## src/rtl/freq_div_pkg.sv

```systemverilog
// Shared constants for dividers running off the 50 MHz board clock.
// Divisor values count half-periods of the output square wave.
package freq_div_pkg;

   localparam int unsigned F_SYS_HZ  = 50_000_000;
   localparam int unsigned DIV_1HZ   = 25_000_000;
   localparam int unsigned DIV_10KHZ = 2_500;
   localparam int unsigned DIV_1KHZ  = 25_000;
   localparam int          DEF_DIV_W = 32;

   function automatic int unsigned half_period_div(input int unsigned hz);
      return F_SYS_HZ / (2 * hz);
   endfunction

endpackage

```

## src/rtl/clk_div_channel.sv

```systemverilog
// One divider channel: half-period counter, active/shadow divisor pair,
// registered square wave and toggle strobe.
module clk_div_channel
   import freq_div_pkg::*;
#(
   parameter int               DIV_W    = DEF_DIV_W,
   parameter logic [DIV_W-1:0] INIT_DIV = DIV_W'(1)
) (
   input  logic             clk,
   input  logic             rst_n,
   input  logic             en,
   input  logic             sync_clr,
   input  logic             wr,
   input  logic [DIV_W-1:0] wr_data,
   output logic             clk_out,
   output logic             tick,
   output logic             pend
);

   logic [DIV_W-1:0] cnt;
   logic [DIV_W-1:0] div_act;
   logic [DIV_W-1:0] div_shd;
   logic [DIV_W-1:0] last;
   logic             at_wrap;
   logic             overrun;

   assign last    = div_act - DIV_W'(1);
   assign at_wrap = (cnt == last);
   // A cold load below the held count leaves cnt past the end; recover silently.
   assign overrun = (cnt > last);

   always_ff @(posedge clk or negedge rst_n) begin
      if (!rst_n) begin
         cnt     <= '0;
         clk_out <= 1'b0;
         tick    <= 1'b0;
         pend    <= 1'b0;
         div_act <= INIT_DIV;
         div_shd <= INIT_DIV;
      end else if (sync_clr) begin
         cnt     <= '0;
         clk_out <= 1'b0;
         tick    <= 1'b0;
         pend    <= 1'b0;
         if (wr) begin
            div_act <= wr_data;
            div_shd <= wr_data;
         end else begin
            div_act <= div_shd;
         end
      end else if (!en) begin
         tick <= 1'b0;
         if (wr) begin
            div_act <= wr_data;
            div_shd <= wr_data;
            pend    <= 1'b0;
         end
      end else if (overrun) begin
         cnt  <= '0;
         tick <= 1'b0;
         if (wr) begin
            div_shd <= wr_data;
            pend    <= 1'b1;
         end
      end else if (at_wrap) begin
         cnt     <= '0;
         clk_out <= ~clk_out;
         tick    <= 1'b1;
         pend    <= 1'b0;
         // A write landing on the wrap takes effect right here.
         if (wr) begin
            div_act <= wr_data;
            div_shd <= wr_data;
         end else begin
            div_act <= div_shd;
         end
      end else begin
         cnt  <= cnt + DIV_W'(1);
         tick <= 1'b0;
         if (wr) begin
            div_shd <= wr_data;
            pend    <= 1'b1;
         end
      end
   end

endmodule

```

## src/rtl/param_clk_divider.sv

```systemverilog
// Multi-channel runtime-programmable clock divider: write decode, error
// strobe and one clk_div_channel per output.
module param_clk_divider
   import freq_div_pkg::*;
#(
   parameter int                  CH        = 2,
   parameter int                  DIV_W     = DEF_DIV_W,
   parameter logic [CH*DIV_W-1:0] INIT_DIVS = {32'(DIV_10KHZ), 32'(DIV_1HZ)},
   parameter int                  SEL_W     = (CH > 1) ? $clog2(CH) : 1
) (
   input  logic             clk_50MHz,
   input  logic             reset,
   input  logic [CH-1:0]    en,
   input  logic             sync_clr,
   input  logic             div_wr,
   input  logic [SEL_W-1:0] div_sel,
   input  logic [DIV_W-1:0] div_data,
   output logic [CH-1:0]    clk_out,
   output logic [CH-1:0]    tick,
   output logic [CH-1:0]    pend,
   output logic             div_err
);

   logic          sel_ok;
   logic          data_ok;
   logic          wr_ok;
   logic [CH-1:0] ch_wr;

   assign sel_ok  = ({1'b0, div_sel} < (SEL_W + 1)'(CH));
   assign data_ok = (div_data != '0);
   assign wr_ok   = div_wr && sel_ok && data_ok;

   always_ff @(posedge clk_50MHz or negedge reset) begin
      if (!reset) begin
         div_err <= 1'b0;
      end else begin
         div_err <= div_wr && !(sel_ok && data_ok);
      end
   end

   for (genvar i = 0; i < CH; i++) begin : g_ch
      assign ch_wr[i] = wr_ok && (div_sel == SEL_W'(i));

      clk_div_channel #(
         .DIV_W    (DIV_W),
         .INIT_DIV (INIT_DIVS[i*DIV_W +: DIV_W])
      ) u_ch (
         .clk      (clk_50MHz),
         .rst_n    (reset),
         .en       (en[i]),
         .sync_clr (sync_clr),
         .wr       (ch_wr[i]),
         .wr_data  (div_data),
         .clk_out  (clk_out[i]),
         .tick     (tick[i]),
         .pend     (pend[i])
      );
   end

endmodule
```

## config.mk

```make
export PLATFORM = sky130hd
export DESIGN_NAME = param_clk_divider
export DESIGN_NICKNAME = d
export VERILOG_FILES = /design/src/rtl/freq_div_pkg.sv /design/src/rtl/clk_div_channel.sv /design/src/rtl/param_clk_divider.sv
export SDC_FILE = /design/constraint.sdc
export NUM_CORES = 1
export LEC_CHECK = 0
export ABC_AREA = 1
export CORE_MARGIN = 8
export CORE_UTILIZATION = 65
export DETAILED_ROUTE_END_ITERATION = 10
export GPL_TIMING_DRIVEN = 1
export PLACE_DENSITY = 0.84
export RECOVER_POWER = 25
export SYNTH_ARGS = -nofsm -noshare
export SYNTH_HDL_FRONTEND = slang
export SYNTH_SLANG_ARGS = --single-unit
```

## constraint.sdc

```tcl
create_clock -name clk_50MHz -period 5.4 [get_ports clk_50MHz]
set_input_delay 1.08 -clock clk_50MHz [delete_from_list [all_inputs] [get_ports clk_50MHz]]
set_output_delay 1.08 -clock clk_50MHz [all_outputs]
set_load 0.02 [all_outputs]
```

# Word level (Yosys, flattened, before mapping)
# Cells that the tools add are included.
[word_totals] reg_bits=199 output_inout_bits=7 wordCells=94
[classes] n_addsub=4 order_cmp=2 n_eq_ne=8 n_mux=48 bitwise=3 n_reduce_logical=16
[ops] operator="32-bit two-way mux" count=20
[ops] operator="32-bit by 1-bit adder with 32-bit output, second input constant" count=2
[ops] operator="32-bit equality test" count=2
[ops] operator="32-bit > comparator" count=2
[ops] operator="32-bit by 1-bit subtractor with 32-bit output, second input constant" count=2
[ops] operator="32-bit nonzero test" count=1
[ops] operator="1-bit two-way mux" count=28
[ops] operator="3-bit AND reduction" count=4
[ops] operator="2-bit nonzero test" count=4
[ops] operator="3-bit by 1-bit != test with 1-bit output, second input constant" count=2
[ops] operator="3-bit != test, second input constant" count=2
[ops] operator="3-bit nonzero test" count=2
[ops] operator="1-bit logical AND" count=4
[ops] operator="2-bit != test, second input constant" count=2
[ops] operator="1-bit inverter" count=3
[ops] operator="1-bit logical NOT" count=1

# Depth between registers and ports, before layout
[depth] word_depth=8 ltp_mapped=21

# Hierarchy
# A second synthesis with hierarchy kept.
[unflattened] cells_unflattened=1863 hier_area_um2=13395.3
[by_module_without_submodules] mod="clk_div_channel at g_ch[0].u_ch" n_inst=1 cells_each=906 area_each_um2=6615.1 seq_area_each_um2=2507.4
[by_module_without_submodules] mod="clk_div_channel at g_ch[1].u_ch" n_inst=1 cells_each=920 area_each_um2=6606.3 seq_area_each_um2=2489.9
[by_module_without_submodules] mod="param_clk_divider" n_inst=1 cells_each=37 area_each_um2=173.9 seq_area_each_um2=25.0

# Least setup slack after synthesis
# Ideal clock, no wire load.
[synth_timing] path_kind="reg-to-reg" start="reg g_ch[0].u_ch.div_act[0]" end="reg g_ch[0].u_ch.div_act[8]" setup_ps=117 t_arrival_ps=2733 required_ps=5283 path_slack_ps=2550 path_stages_with_launch=20 n_path_buf=1 period_less_slack_ps=2850 path_cell_list="dfrtp_1 > inv_1 > ha_1 > inv_1 > nor2_2 > nand2_1 > nor4_2 > nand2_1 > xor2_1 > ha_1 > nand2_1 > nor2_1 > nand2_1 > nor2_2 > nand2_2 > nand2_4 > nand2_2 > buf_2 > nand2_1 > nand2_1"
[synth_between] elab_chain_len=4 word_cells_on_any_way=6
[synth_rtl] element="start: declaration" line="clk_div_channel.sv:21" rtl="logic [DIV_W-1:0] div_act;"
[synth_rtl] element="start signal: assignment" line="clk_div_channel.sv:46" rtl="div_act <= wr_data;"
[synth_rtl] element="start signal: assignment" line="clk_div_channel.sv:49" rtl="div_act <= div_shd;"
[synth_rtl] element="start signal: assignment" line="clk_div_channel.sv:54" rtl="div_act <= wr_data;"
[synth_rtl] element="32-bit by 1-bit subtractor with 32-bit output (*)" line="clk_div_channel.sv:27" rtl="assign last = div_act - DIV_W'(1);"
[synth_rtl] element="32-bit > comparator or 32-bit equality test (tied branches)" line="clk_div_channel.sv:30, clk_div_channel.sv:28"
[synth_rtl] element="3-bit != test (no source line) or 3-bit by 1-bit != test with 1-bit output (tied branches)"
[synth_rtl] element="3-bit AND reduction (no source line) (*)"
# Mark *: on every way between the ends. The rest lies on a longest branch, timed or not.
# A chain may end at the register's enable or synchronous reset.

# Worst setup path after layout
[layout_timing] start="reg g_ch[0].u_ch.div_act[0]" end="reg g_ch[0].u_ch.cnt[16]"
[layout_between] elab_chain_len=6 word_cells_on_any_way=7
[layout_rtl] element="32-bit by 1-bit subtractor with 32-bit output (*)" line="clk_div_channel.sv:27"
[layout_rtl] element="branches (longest 2 deep; another with 32-bit > comparator)"
[layout_rtl] element="32-bit two-way mux (*)" line="clk_div_channel.sv:58" rtl="end else if (overrun) begin"
[layout_rtl] element="32-bit two-way mux (*)" line="clk_div_channel.sv:51" rtl="end else if (!en) begin"
[layout_rtl] element="32-bit two-way mux (*)" line="clk_div_channel.sv:40" rtl="end else if (sync_clr) begin"
[layout_rtl] element="end signal: assignment" line="clk_div_channel.sv:78" rtl="cnt <= cnt + DIV_W'(1);"
[layout_rtl] element="end: declaration" line="clk_div_channel.sv:20" rtl="logic [DIV_W-1:0] cnt;"
# Mark *: on every way between the ends. The select of a mux whose other input is x is not followed.

==> run metrics <==
status=finished, violations left; failing checks=capacitance limit, slew limit; Slew Viols, Final=117; grt met3 use=0.0433; RSZ-0062 raised after global routing=no; drt total wl=36300 um; Syn Area/Cell=roughly 7.2 sq um; arrival time of the worst setup path=about 4.2 ns; Combinational Power Share=0.203; Reg clk slew, reported paths=0.08 ns; number of synthesized flops with an enable pin=0; relative slew slack=-0.834; clock tree root driver cell=clkbuf_16; Seq pwr share=0.459; worst vdd rail ir drop=0.170 mV; R2R Path End=g_ch[0].u_ch.cnt[16]; Starting Density=0.655; Worst Setup Path Type=flop to flop; Crit Path Max Fanout=30; nets=2003; CP Capture Type=flop; Hold Path Sink=g_ch[1].u_ch.div_shd[30]; Netlist cell types=42; Worst Tran Pin Value=~2.8 ns; Multi-input gate area=7650 sq um; FF/Latch Area=5020 sq um; Via Count=12.5k; Int Pwr=between 2 and 3 mW; CTS hold repair buffers=0; post-CTS sizing=0; clock network power share=0.338; Setup TNS=0 ns; die height=161 um; cell family with most CP delay=simple AND/OR/NAND/NOR gates; reg2reg setup slack=1.56 ns; Final Hold Fails=0; Max clock buf depth=2; largest family of logic cells by synthesized area=simple AND/OR/NAND/NOR gates; Core Area=between 20000 and 25000 sq um; Yosys reg bits=199; CTS tree=built; first-pass GRT wire length=a little over 60000 um; CP startpoint kind=flop; Cell Area, Synth=13600 sq um; vias in the first global route=about 12k; Synth Net Count=2001; post-synthesis mux area share=0; Sw Ratio=0.343; RePlAce Congestion=0.905; Routed WL per cell=16.6 um; Hold Path Cell Cnt=2; R2R depth=18; Worst Hold Slack=0.474 ns; via/cell ratio=5.73; Post-synth ARST share=1.00; ys flop type=dfrtp_1; Lkg Pwr=just over 7 nW; Simple-Gate Fraction of Synth Area=0.419; Antenna Cells=0; critical path's slowest cell=nand2_1; total grt overflow=0; CP bufs+invs=2; R2R Path Start=g_ch[0].u_ch.div_act[0]; final worst-path cycle share=0.711; FILL cells=1667; Layout area overhead=7.63%; Iteration-0 DRC Markers=1210; Sink Count=approximately 200; ANT nets after route=0; Initial DRT Pass Iterations=6; TritonCTS Buffers=17; area share of fa/ha/maj cells after synthesis=0.0626; initial antenna violation count=0; Pwr per Cell Area=267 nW/um^2; post-DP HPWL=roughly 26000 um; GRT met1 Usage=0.354; largest net degree at the start of global routing=between 100 and 150; Worst EP required=5.73 ns; grt met2 use=0.499; worst clock skew=0.0144 ns; maxcap violations=1; io pins=46; Mapped Cells=1894; clk_lat worst skew=~0.45 ns; Site Rows=53; Die Area=about 26000 sq um; Crit path top cell by count=nand2_1; input/output buffers=45; sw power=between 1 and 1.5 mW; Crit path largest cell delay=roughly 0.68 ns; # DRC=0; Fmax=0.260 GHz; GR Util All Layers=0.289; Horiz. Die Dim=161 um; fin crit period=3.84 ns; busiest grt layer=met2; sequential element share of the synthesized area=0.370; yosys warns=0; XOR/XNOR share of the synthesized area=0.0561; share of cells above drive strength 1=0.0875; setup bufs post-CTS=0; Worst Hold Class=flop to flop; Final setup violation count=0; depth of the CTS H-tree=4; Synth Area in Compound Gates=0.0241; worst-path cell chain=inv_1, ha_1, inv_1, nor2_2, nand2_1, nor4_2, nand2_1, xor2_1, ha_1, nand2_1, nor2_1, nand2_1, nor2_2, nand2_1, nand2_1, nand2_1, nand2_1, nand2_1; min-delay src=g_ch[1].u_ch.div_shd[30]
==> layer usage <==
layer,share of wire,wire [um],vias to the layer above
li1,-,-,6051
met1,0.41,14900,5878
met2,0.50,18000,474
met3,0.058,2110,107
met4,0.037,1360,0
met5,0,0,-
==> flip-flops by register name, indices dropped and copies added (netlist names) <==
register / flops
g_ch.u_ch.cnt: 64
g_ch.u_ch.pend: 2
g_ch.u_ch.tick: 2
g_ch.u_ch.clk_out: 2
g_ch.u_ch.div_shd: 64
g_ch.u_ch.div_act: 64
div_err: 1
==> cells in the final DEF, fill, tap and decap left out, drive strengths merged, types with 34 or more instances in the layout <==
| master | count |
|---|---|
| inv | 130 |
| dfstp | 34 |
| nor3 | 41 |
| nand2 | 760 |
| nor2 | 261 |
| xor2 | 61 |
| dfrtp | 165 |
| ha | 68 |
| a21oi | 37 |
| clkdlybuf4s50 | 43 |
| nand3 | 116 |
| nand4 | 88 |
==> synthesized netlist by cell type (all sizes together) (16+ instances only) <==
| cell | number | share of area |
|---|---|---|
| xor2 | 61 | 0.039 |
| dfrtp | 165 | 0.30 |
| nand3 | 116 | 0.054 |
| inv | 124 | 0.034 |
| nor3 | 41 | 0.018 |
| xnor2 | 26 | 0.017 |
| nand2 | 760 | 0.21 |
| buf | 57 | 0.030 |
| dfstp | 34 | 0.066 |
| nand4 | 88 | 0.042 |
| a21oi | 37 | 0.014 |
| clkbuf | 16 | 0.0044 |
| ha | 68 | 0.063 |
| nor2 | 261 | 0.083 |
==> tightest hold or removal path, stage by stage, from the launching register on <==
cell and delay, ns:
dfrtp_1 0.33, nand2_1 0.05, nand2_1 0.07
==> area by class of cell <==
| cell class | count | area share |
|---|---|---|
| Tap cell | 275 | 0.0235 |
| Clock inverter | 14 | 0.0122 |
| Timing Repair Buffer | 56 | 0.0362 |
| Clock buffer | 18 | 0.0294 |
| Multi-Input combinational cell | 1497 | 0.523 |
| Sequential cell | 199 | 0.343 |
| Inverter | 125 | 0.0321 |
==> stage by stage <==
stage | utilization | setup slack (ns) | cells | instance area [sq um] | power [mW]
6_report | 0.704 | 1.56 | 2184 | 14600 | 3.90
5_1_grt | 0.704 | 1.01 | 2184 | 14600 | 4.10
4_1_cts | 0.705 | 1.61 | 2184 | 14600 | 3.91
3_5_place_dp | 0.676 | 1.64 | 2152 | 14000 | 2.60
3_3_place_gp | 0.676 | 1.74 | 2152 | 14000 | 2.56
2_1_floorplan | - | 2.55 | 1894 | 13600 | 2.35
==> logic make-up (layout without fill, tap and decap cells) <==
family	count (synthesis)	after routing
AO/OA/AOI/OAI	60	60
XOR/XNOR	87	87
adder cells (fa/ha/maj)	68	68
buffers and inverters	198	213
flip-flops	199	199
AND/OR/NAND/NOR	1282	1282
==> worst max path at each step <==
stage	startpoint	endpoint	cells past startpoint
after global routing	reset	g_ch[1].u_ch.div_act[17]	2
after CTS	g_ch[0].u_ch.div_act[0]	g_ch[0].u_ch.cnt[29]	18
after detailed placement	g_ch[0].u_ch.div_act[0]	g_ch[0].u_ch.div_act[1]	18
final	g_ch[0].u_ch.div_act[0]	g_ch[0].u_ch.cnt[16]	18
after floorplan	g_ch[0].u_ch.div_act[0]	g_ch[0].u_ch.div_act[8]	19
after global placement	g_ch[0].u_ch.div_act[0]	g_ch[0].u_ch.cnt[7]	18
==> power by group through the flow <==
stage	Clock, mW	Combinational [mW]	Sequential [mW]
6_report	1.32	0.793	1.79
4_1_cts	1.33	0.794	1.79
2_1_floorplan	0	0.583	1.77
3_5_place_dp	0	0.784	1.81
3_3_place_gp	0	0.753	1.81
5_1_grt	1.38	0.908	1.80
(Power assumes the default switching activity.)
